## src/rtl/sc_pkg.sv

```systemverilog
// Shared definitions for the split-unipolar stochastic front end: FSM states,
// maximal-length LFSR tap masks and counter sizing.
package sc_pkg;

   typedef enum logic [2:0] {
      IDLE,
      CLR,
      STREAM,
      ACT,
      DONE
   } sc_state_e;

   // Fibonacci tap masks; bit i-1 set means stage i feeds the XOR.
   function automatic logic [15:0] lfsr_taps(input int w);
      logic [15:0] taps;
      case (w)
         3:       taps = 16'b0000_0000_0000_0110;
         4:       taps = 16'b0000_0000_0000_1100;
         5:       taps = 16'b0000_0000_0001_0100;
         6:       taps = 16'b0000_0000_0011_0000;
         7:       taps = 16'b0000_0000_0110_0000;
         8:       taps = 16'b0000_0000_1011_1000;
         9:       taps = 16'b0000_0001_0001_0000;
         10:      taps = 16'b0000_0010_0100_0000;
         11:      taps = 16'b0000_0101_0000_0000;
         12:      taps = 16'b0000_1000_0010_1001;
         13:      taps = 16'b0001_0000_0000_1101;
         14:      taps = 16'b0010_0000_0001_0101;
         15:      taps = 16'b0110_0000_0000_0000;
         16:      taps = 16'b1101_0000_0000_1000;
         default: taps = 16'b0000_0000_0000_0000;
      endcase
      return taps;
   endfunction

   // Bits needed to hold a count of 0..n-1.
   function automatic int cnt_width(input int n);
      return (n <= 2) ? 1 : $clog2(n);
   endfunction

endpackage

```

## src/rtl/sc_lfsr.sv

```systemverilog
// W-bit maximal-length Fibonacci LFSR with synchronous seed reload; a nonzero
// seed keeps it cycling through 1..2^W-1 without ever reaching zero.
module sc_lfsr
   import sc_pkg::*;
#(
   parameter int W = 7,
   parameter logic [W-1:0] SEED = 1
) (
   input  logic         clk,
   input  logic         reset,
   input  logic         load,
   input  logic         adv,
   output logic [W-1:0] q
);

   localparam logic [15:0]  TAPS_ALL = lfsr_taps(W);
   localparam logic [W-1:0] TAPS     = TAPS_ALL[W-1:0];

   logic [W-1:0] q_q;
   logic [W-1:0] q_d;

   // NOTE: every always_comb output gets a default first so no path can infer a latch.
   always_comb begin
      q_d = q_q;
      if (load) begin
         q_d = SEED;
      end else if (adv) begin
         q_d = {q_q[W-2:0], ^(q_q & TAPS)};
      end
   end

   // NOTE: state flops use non-blocking assignments so all of them update together at the edge.
   always_ff @(posedge clk or posedge reset) begin
      if (reset) begin
         q_q <= SEED;
      end else begin
         q_q <= q_d;
      end
   end

   assign q = q_q;

endmodule

```

## src/rtl/bin2sc_split.sv

```systemverilog
// Binary-to-stochastic converter: takes one signed operand and emits STREAM_LEN
// cycles of 2-lane split-unipolar bits, sequencing the downstream sc2bin_v2.
module bin2sc_split
   import sc_pkg::*;
#(
   parameter int BITWIDTH_IN = 8,
   parameter int STREAM_LEN  = 127,
   parameter int ACT_CYCLES  = 1,
   parameter int SEED0       = 1,
   parameter int SEED1       = 'h55
) (
   input  logic                   clk,
   input  logic                   reset,
   input  logic                   in_valid,
   input  logic [BITWIDTH_IN-1:0] in_data,
   output logic                   in_ready,
   output logic [1:0]             sc_pos,
   output logic [1:0]             sc_neg,
   output logic                   clr,
   output logic                   cnt_en,
   output logic                   act_en,
   output logic                   busy,
   output logic                   done
);

   localparam int W  = BITWIDTH_IN - 1;
   localparam int CW = cnt_width(STREAM_LEN);
   localparam int AW = cnt_width((ACT_CYCLES > 0) ? ACT_CYCLES : 1);

   localparam logic [CW-1:0] CNT_LAST = CW'(STREAM_LEN - 1);
   localparam logic [AW-1:0] ACT_LAST = AW'((ACT_CYCLES > 0) ? ACT_CYCLES - 1 : 0);
   localparam logic [31:0]   SEED0_V  = SEED0;
   localparam logic [31:0]   SEED1_V  = SEED1;

   sc_state_e     state_q, state_d;
   logic [CW-1:0] cnt_q, cnt_d;
   logic [AW-1:0] act_cnt_q, act_cnt_d;
   logic [W-1:0]  mag_q, mag_d;
   logic          sign_q, sign_d;

   logic [BITWIDTH_IN-1:0] neg_data;
   logic [W-1:0]           lfsr0, lfsr1;
   logic [1:0]             lanes;

   assign neg_data = ~in_data + BITWIDTH_IN'(1);

   always_comb begin
      state_d   = state_q;
      cnt_d     = cnt_q;
      act_cnt_d = act_cnt_q;
      mag_d     = mag_q;
      sign_d    = sign_q;
      case (state_q)
         IDLE: begin
            if (in_valid) begin
               sign_d  = in_data[BITWIDTH_IN-1];
               state_d = CLR;
               // The most negative code negates onto itself; saturate it to full scale.
               if (!in_data[BITWIDTH_IN-1]) begin
                  mag_d = in_data[W-1:0];
               end else if (neg_data[W]) begin
                  mag_d = '1;
               end else begin
                  mag_d = neg_data[W-1:0];
               end
            end
         end
         CLR: begin
            cnt_d   = '0;
            state_d = STREAM;
         end
         STREAM: begin
            if (cnt_q == CNT_LAST) begin
               act_cnt_d = '0;
               state_d   = (ACT_CYCLES == 0) ? DONE : ACT;
            end else begin
               cnt_d = cnt_q + CW'(1);
            end
         end
         ACT: begin
            if (act_cnt_q == ACT_LAST) begin
               state_d = DONE;
            end else begin
               act_cnt_d = act_cnt_q + AW'(1);
            end
         end
         DONE:    state_d = IDLE;
         default: state_d = IDLE;
      endcase
   end

   // NOTE: only control/datapath registers are reset; there is no memory array here to clear.
   always_ff @(posedge clk or posedge reset) begin
      if (reset) begin
         state_q   <= IDLE;
         cnt_q     <= '0;
         act_cnt_q <= '0;
         mag_q     <= '0;
         sign_q    <= 1'b0;
      end else begin
         state_q   <= state_d;
         cnt_q     <= cnt_d;
         act_cnt_q <= act_cnt_d;
         mag_q     <= mag_d;
         sign_q    <= sign_d;
      end
   end

   sc_lfsr #(.W(W), .SEED(SEED0_V[W-1:0])) u_lfsr0 (
      .clk   (clk),
      .reset (reset),
      .load  (state_q == CLR),
      .adv   (state_q == STREAM),
      .q     (lfsr0)
   );

   sc_lfsr #(.W(W), .SEED(SEED1_V[W-1:0])) u_lfsr1 (
      .clk   (clk),
      .reset (reset),
      .load  (state_q == CLR),
      .adv   (state_q == STREAM),
      .q     (lfsr1)
   );

   // Outputs decode registered state only, so nothing flows combinationally from the inputs.
   assign in_ready = (state_q == IDLE);
   assign busy     = (state_q != IDLE);
   assign clr      = (state_q == CLR);
   assign cnt_en   = (state_q == STREAM);
   assign act_en   = (state_q == ACT);
   assign done     = (state_q == DONE);

   assign lanes  = {(lfsr1 <= mag_q), (lfsr0 <= mag_q)};
   assign sc_pos = (cnt_en && !sign_q) ? lanes : 2'b00;
   assign sc_neg = (cnt_en &&  sign_q) ? lanes : 2'b00;

endmodule

```

## config.mk

```make
export PLATFORM = sky130hd
export DESIGN_NAME = bin2sc_split
export DESIGN_NICKNAME = d
export VERILOG_FILES = /design/src/rtl/sc_pkg.sv /design/src/rtl/sc_lfsr.sv /design/src/rtl/bin2sc_split.sv
export SDC_FILE = /design/constraint.sdc
export NUM_CORES = 1
export LEC_CHECK = 0
export CORE_ASPECT_RATIO = 0.8
export CORE_MARGIN = 2
export CORE_UTILIZATION = 60
export DETAILED_ROUTE_END_ITERATION = 10
export GPL_ROUTABILITY_DRIVEN = 1
export HOLD_SLACK_MARGIN = 0.15
export PLACE_DENSITY_LB_ADDON = 0.1
export SLEW_MARGIN = 10
export SYNTH_ARGS = -nofsm -noshare
export SYNTH_HDL_FRONTEND = slang
export SYNTH_SLANG_ARGS = --single-unit
export TNS_END_PERCENT = 50
```

## constraint.sdc

```tcl
create_clock -name clk -period 4.3 [get_ports clk]
set_clock_uncertainty 0.15 [all_clocks]
set_input_delay 0.86 -clock clk [delete_from_list [all_inputs] [get_ports clk]]
set_output_delay 0.86 -clock clk [all_outputs]
set_load 0.005 [all_outputs]
```

==> results of run 1 <==
-- metal layers --
metal | share of wire, % | vias up | routed length [um] | track usage [%]
met5 | 0 | - | 0 | 0
met1 | 46 | 740 | 1888 | 34.08
met4 | 1.3 | 0 | 55 | 9.864
li1 | - | 740 | - | -
met3 | 6.1 | 7 | 254 | 6.904
met2 | 47 | 47 | 1942 | 41.00
-- cell type report --
cell class              count  area [um2]
repair buffers             20       200.2
inverters                  18       67.56
flip-flops and latches     32       807.0
fillers                   213       805.8
clock inverters             1       30.03
clock buffers               7       96.34
well taps                  40       50.05
multi-input cells         137       960.9
-- critical path, delay by kind of cell, from the launching register on --
kind            cells  cell delay, ps
flops               1             430
simple gates        2             700
compound gates      1             400
buf+inv             2             930
-- state kept, by name (all words and copies together) (netlist names) --
name	flops
state_q	3
sign_q	1
mag_q	7
u_lfsr1.q	7
u_lfsr0.q	7
cnt_q	7
-- final timing paths --
kind	from	endpoint	slack, ps	cells after the start
setup / recovery	state_q[0]	sc_neg[1]	540	5
hold / removal	cnt_q[4]	cnt_q[4]	360	1
setup reg to reg	state_q[1]	u_lfsr1.q[2]	1500	5
hold reg to reg	cnt_q[4]	cnt_q[4]	360	1
max in group asynchronous	reset	mag_q[2]	2750	2
min in group asynchronous	reset	state_q[2]	820	2
-- through the flow --
step / power, mW / setup WS (ps) / instance area (um2) / hold WS (ps) / cells
finish: 1.594 / 537.6 / 2212 / 361.0 / 255
CTS: 1.583 / 553.9 / 2212 / 359.6 / 255
global route: 1.706 / 365.2 / 2212 / 381.0 / 255
floorplan: 1.024 / 1863 / 1862 / 310.2 / 192
global placement: 1.207 / 1026 / 2086 / 332.3 / 247
detailed placement: 1.260 / 870.4 / 2086 / 350.6 / 247
-- logic make-up after synthesis --
kind of cell | Yosys count | share of synthesized area (%)
compound gates | 46 | 17.47
xor+xnor | 6 | 2.823
fa+ha+maj | 17 | 11.42
buf+inv | 23 | 5.040
flops | 32 | 43.35
mux | 4 | 2.151
simple gates | 64 | 17.74
-- power groups by stage --
stage	clock network, mW	logic (mW)	registers (mW)
2_1_floorplan	0	0.497	0.527
3_3_place_gp	0	0.652	0.555
3_5_place_dp	0	0.696	0.564
4_1_cts	0.316	0.706	0.560
5_1_grt	0.331	0.795	0.581
6_report	0.315	0.715	0.564
-- placed cells by master (no fill, tap or decap), types with 2 or more instances in the layout --
cell / instances
o22a_1: 3
clkbuf_8: 7
nand2_1: 20
and2_1: 2
a21oi_1: 4
nor2b_1: 2
or3b_2: 2
and4_1: 2
a22oi_1: 4
and3b_1: 2
inv_1: 16
nor3_1: 4
dfrtp_1: 27
o41ai_1: 5
a31oi_1: 2
o21ai_0: 12
xor2_1: 2
nand3_1: 8
ha_1: 17
nor3b_1: 2
a211oi_1: 3
dfstp_2: 5
clkdlybuf4s50_1: 20
nand4_1: 3
nor2_1: 11
nand2b_1: 2
a22o_1: 7
mux2i_1: 4
xnor2_1: 4
==> summary.md, run 1 <==
| Metric | Value |
|---|---|
| Syn_area_per_cell | 9.697 um2 |
| Vias/cell | 6.016 |
| Status | complete, no violations |
| Num rows | 18 |
| DIE HEIGHT | approximately 54 um |
| Num CTS Buffers | 5 |
| Fin crit period | 3762 ps |
| CP max-delay cell | or3b_1 |
| Post-synthesis register bit count | 32 |
| Leak pwr | 1.019 nW |
| Proportion of layout cells with a drive suffix above 1 | 8.372% |
| Yosys warning total | 0 |
| Die W | 66.28 um |
| I/O Pins | 21 |
| Initial core utilization | between 60% and 70% |
| RePlAce Congestion | 0.8903 |
| Total gr overflow | 0 |
| Worst slew pin tran | 768.2 ps |
| Main area contributors after synthesis | dfrtp_1 36%, ha_1 11%, dfstp_2 7.1% |
| Distinct cells, synth | 41 |
| GRT Resource Usage Total | 25.80% |
| Max-cap violations | 0 |
| Sum Neg Setup Slack | 0 ps |
| PD cells | approximately 720 mW/mm2 |
| Clock sinks | 32 |
| DRC | 0 |
| Synthesized net count | 220 |
| Unrepaired setup endpoints after global routing | false |
| Area growth syn-to-layout | 18.82% |
| Clk_lat worst skew | 290 ps |
| Initial drt markers | 102 |
| DIE AREA | 0.003568 mm2 |
| Mapped cell area | 0.001862 mm2 |
| Top cells by count, synth | 27 x dfrtp_1, 20 x nand2_1, 17 x ha_1, 17 x inv_1, 12 x o21ai_0 |
| Ant diodes | 0 |
| CP endpoint kind | output port |
| DR WL/cell | 16.24 um |
| Sequential fraction of the synthesis area | 43.35% |
| Worst EP arrival | between 2000 and 3000 ps |
| CP max FO | 17 |
| Dominant cell type by area after synthesis | dfrtp_1 |
| Top_reg_cell synth | dfrtp_1 |
| Synthesized instance count | 192 |
| Clock power share | 19.8% |
| Clk root buf | clkbuf_8 |
| Largest net degree at the start of global routing | 33 |
| Number of global-route vias before repair | 1455 |
| Fmax | 0.2658 GHz |
| Resized cells post-CTS | 0 |
| Final HPWL DP | 3037 um |
| Initial antenna violation count | 0 |
| Comb power frac | between 40 and 50% |
| Number of flops mapped to enable cells by yosys | 0 |
| H-tree levels | 2 |
| Antenna-violating nets left | 0 |
| Post-synthesis async set-or-reset flop share | 100.0% |
| Worst-path cell chain | or3b_1 -> clkinv_1 -> nand2_1 -> o41ai_1 -> clkdlybuf4s50_1 |
| Core area | 0.003018 mm2 |
| Slowest Stage Delay on Critical Path | 570 ps |
| Cts hold-fix bufs | 0 |
| Sw frac | 38.93% |
| Sequential Power Share | 35.4% |
| Dominant cell by count in the synthesized netlist | dfrtp_1 |
| Critical path launch point type | register |
| Worst EP required | 3290 ps |
| Final setup vio count | 0 |
| First-pass GRT wire length | roughly 6700 um |
| Fin util | 73.30% |
| Drt first pass iters | 4 |
| Setup Buffers After CTS | 0 |
| Max-slew headroom | 48.60% |
| Worst-path clk slew | ~70 ps |
| Worst IR Drop VDD | just under 0.0004 V |
| Final Cycle Share | 87.50% |
| Yosys top cell area share | 36.29% |
| Int Pwr | 973.2 uW |
| Net Sw Power | about 620 uW |
| Worst Hold Class | register to register |
| Slew Limit Fails | 0 |
| Via count | about 1500 |
| # port buffers | 20 |
| Nets@finish | 242 |
| CTS Buffer Depth | 2 |
| Fin. Hold Viols | 0 |
| CTS tree | yes |
| Total wire length | a little over 4000 um |
| Setup Crit Path Kind | register to output port |
(Power assumes the default switching activity.)
==> run 2: changes to the inputs <==
==> constraint.sdc (replaced) <==
create_clock -name clk -period 4.3 [get_ports clk]
set_clock_uncertainty 0.15 [all_clocks]
set_input_delay 0.86 -clock clk [delete_from_list [all_inputs] [get_ports clk]]
set_output_delay 0.86 -clock clk [all_outputs]
set_load 0.05 [all_outputs]
==> run 2 against run 1 <==
Against the previous run:
- setup slack gained 1.0 ps
- routed wire length shrank 0.24%
- first-iteration DRC count grew 18%
- combinational power grew 19%
- largest power group unchanged
- highest routed layer unchanged
==> summary.md, run 2 (synthesis gave the netlist of run 1 again) <==
| Metric | Value |
|---|---|
| Total gr overflow | 0 |
| Commonest cells after routing, fill and taps aside | 27 x dfrtp_1, 20 x nand2_1, 20 x clkdlybuf4s50_1, 17 x ha_1, 16 x inv_1 |
| CTS Buffer Depth | 2 |
| I/O Pins | 21 |
| Nets@finish | roughly 240 |
| Placed Area | 0.002093 mm2 |
| Max-cap violations | 0 |
| Fin crit period | 3761 ps |
| CP endpoint kind | output port |
| Commonest non-fill, non-tap cell in the layout | dfrtp_1 |
| Sum Neg Setup Slack | 0 ps |
| Leak pwr | between 1 and 1.5 nW |
| Unrepaired setup endpoints after global routing | false |
| Initial core utilization | 61.69% |
| Proportion of layout cells with a drive suffix above 1 | 8.333% |
| Number of global-route vias before repair | approximately 1500 |
| First-pass GRT wire length | 6989 um |
| Via count | 1532 |
| Area growth syn-to-layout | 17.81% |
| Core area | around 0.0030 mm2 |
| Largest net degree at the start of global routing | 33 |
| Final HPWL DP | 3139 um |
| Resized cells post-CTS | 0 |
| Fin util | 72.68% |
| Worst IR Drop VDD | 0.0003386 V |
| Critical path launch point type | register |
| # port buffers | 20 |
| Clk_lat worst skew | 280 ps |
| CP max FO | 11 |
| DIE AREA | 0.003568 mm2 |
| Slew Limit Fails | 0 |
| Worst EP required | 3290 ps |
| Num rows | 18 |
| Fin. Hold Viols | 0 |
| Worst-path clk slew | 70 ps |
| # fillers | 232 |
| Pre-CTS worst setup slack | 842.0 ps |
| Hold Worst Slack | 347.6 ps |
| Initial antenna violation count | 0 |
| Status | complete, no violations |
| Worst Hold Class | register to register |
| DIE HEIGHT | 53.83 um |
| Final setup vio count | 0 |
| H-tree levels | 2 |
| Die W | 66.28 um |
| Setup Crit Path Kind | register to output port |
| DR WL/cell | 16.14 um |
| Fmax | 0.2659 GHz |
| DRC | 0 |
| Worst EP arrival | 2750 ps |
| Clk root buf | clkbuf_8 |
| Setup Buffers After CTS | 0 |
| CTS tree | yes |
| Num CTS Buffers | 5 |
| Final Instance Area | between 0.002 and 0.0025 mm2 |
| Cts hold-fix bufs | 0 |
| Worst slew pin tran | ~700 ps |
| Initial drt markers | 120 |
| RePlAce Congestion | 0.9026 |
| Ant diodes | 0 |
| Clock sinks | 32 |
| Drt first pass iters | 4 |
| Final Cycle Share | 87.47% |
| Vias/cell | 5.984 |
| Total wire length | 4131 um |
| GRT Resource Usage Total | 26.55% |
| Max-slew headroom | 51.99% |
| Antenna-violating nets left | 0 |
| PD cells | 757.2 mW/mm2 |
| Fin worst setup slack | about 540 ps |
## run 2: worst max-delay path, stage by stage (launching register included)
cell	delay, ps
dfrtp_1	430
or3b_1	570
clkinv_1	160
nand2b_1	90
o41ai_1	340
clkdlybuf4s50_1	880
## run 2: final timing paths
path                             from            to  slack, ps  cells past startpoint
max                        state_q[0]     sc_pos[0]        540                      5
min                          cnt_q[4]      cnt_q[4]        350                      1
max reg2reg                state_q[1]  u_lfsr1.q[4]       1760                      6
min reg2reg                  cnt_q[4]      cnt_q[4]        350                      1
max in group asynchronous       reset      mag_q[6]       2730                      2
min in group asynchronous       reset    state_q[2]        840                      2
## run 2: final cells by class
| cell class | instances | area (um2) | area share (%) |
|---|---|---|---|
| Inverter | 18 | 67.56 | 3.080 |
| Multi-Input combinational cell | 137 | 960.9 | 43.81 |
| Timing Repair Buffer | 21 | 207.7 | 9.469 |
| Tap cell | 40 | 50.05 | 2.282 |
| Clock buffer | 8 | 100.1 | 4.564 |
| Sequential cell | 32 | 807.0 | 36.79 |
## run 2: per-layer routing
layer | track usage (%) | vias to the layer above | share of wire, %
li1 | - | 744 | -
met1 | 35.45 | 741 | 45
met2 | 42.83 | 42 | 49
met3 | 7.113 | 5 | 5.2
met4 | 7.823 | 0 | 0.90
met5 | 0 | - | 0
## run 2: power breakdown
group | switching [mW] | internal [mW]
Sequential | 0.117 | 0.444
Clock | 0.104 | 0.146
Combinational | 0.518 | 0.332
Total | 0.739 | 0.922
## run 2: stage by stage
stage	cells	total power, mW
after detailed placement	248	1.406
final	256	1.661
after CTS	256	1.661
after global placement	248	1.355
after floorplan	192	1.164
after global routing	256	1.796
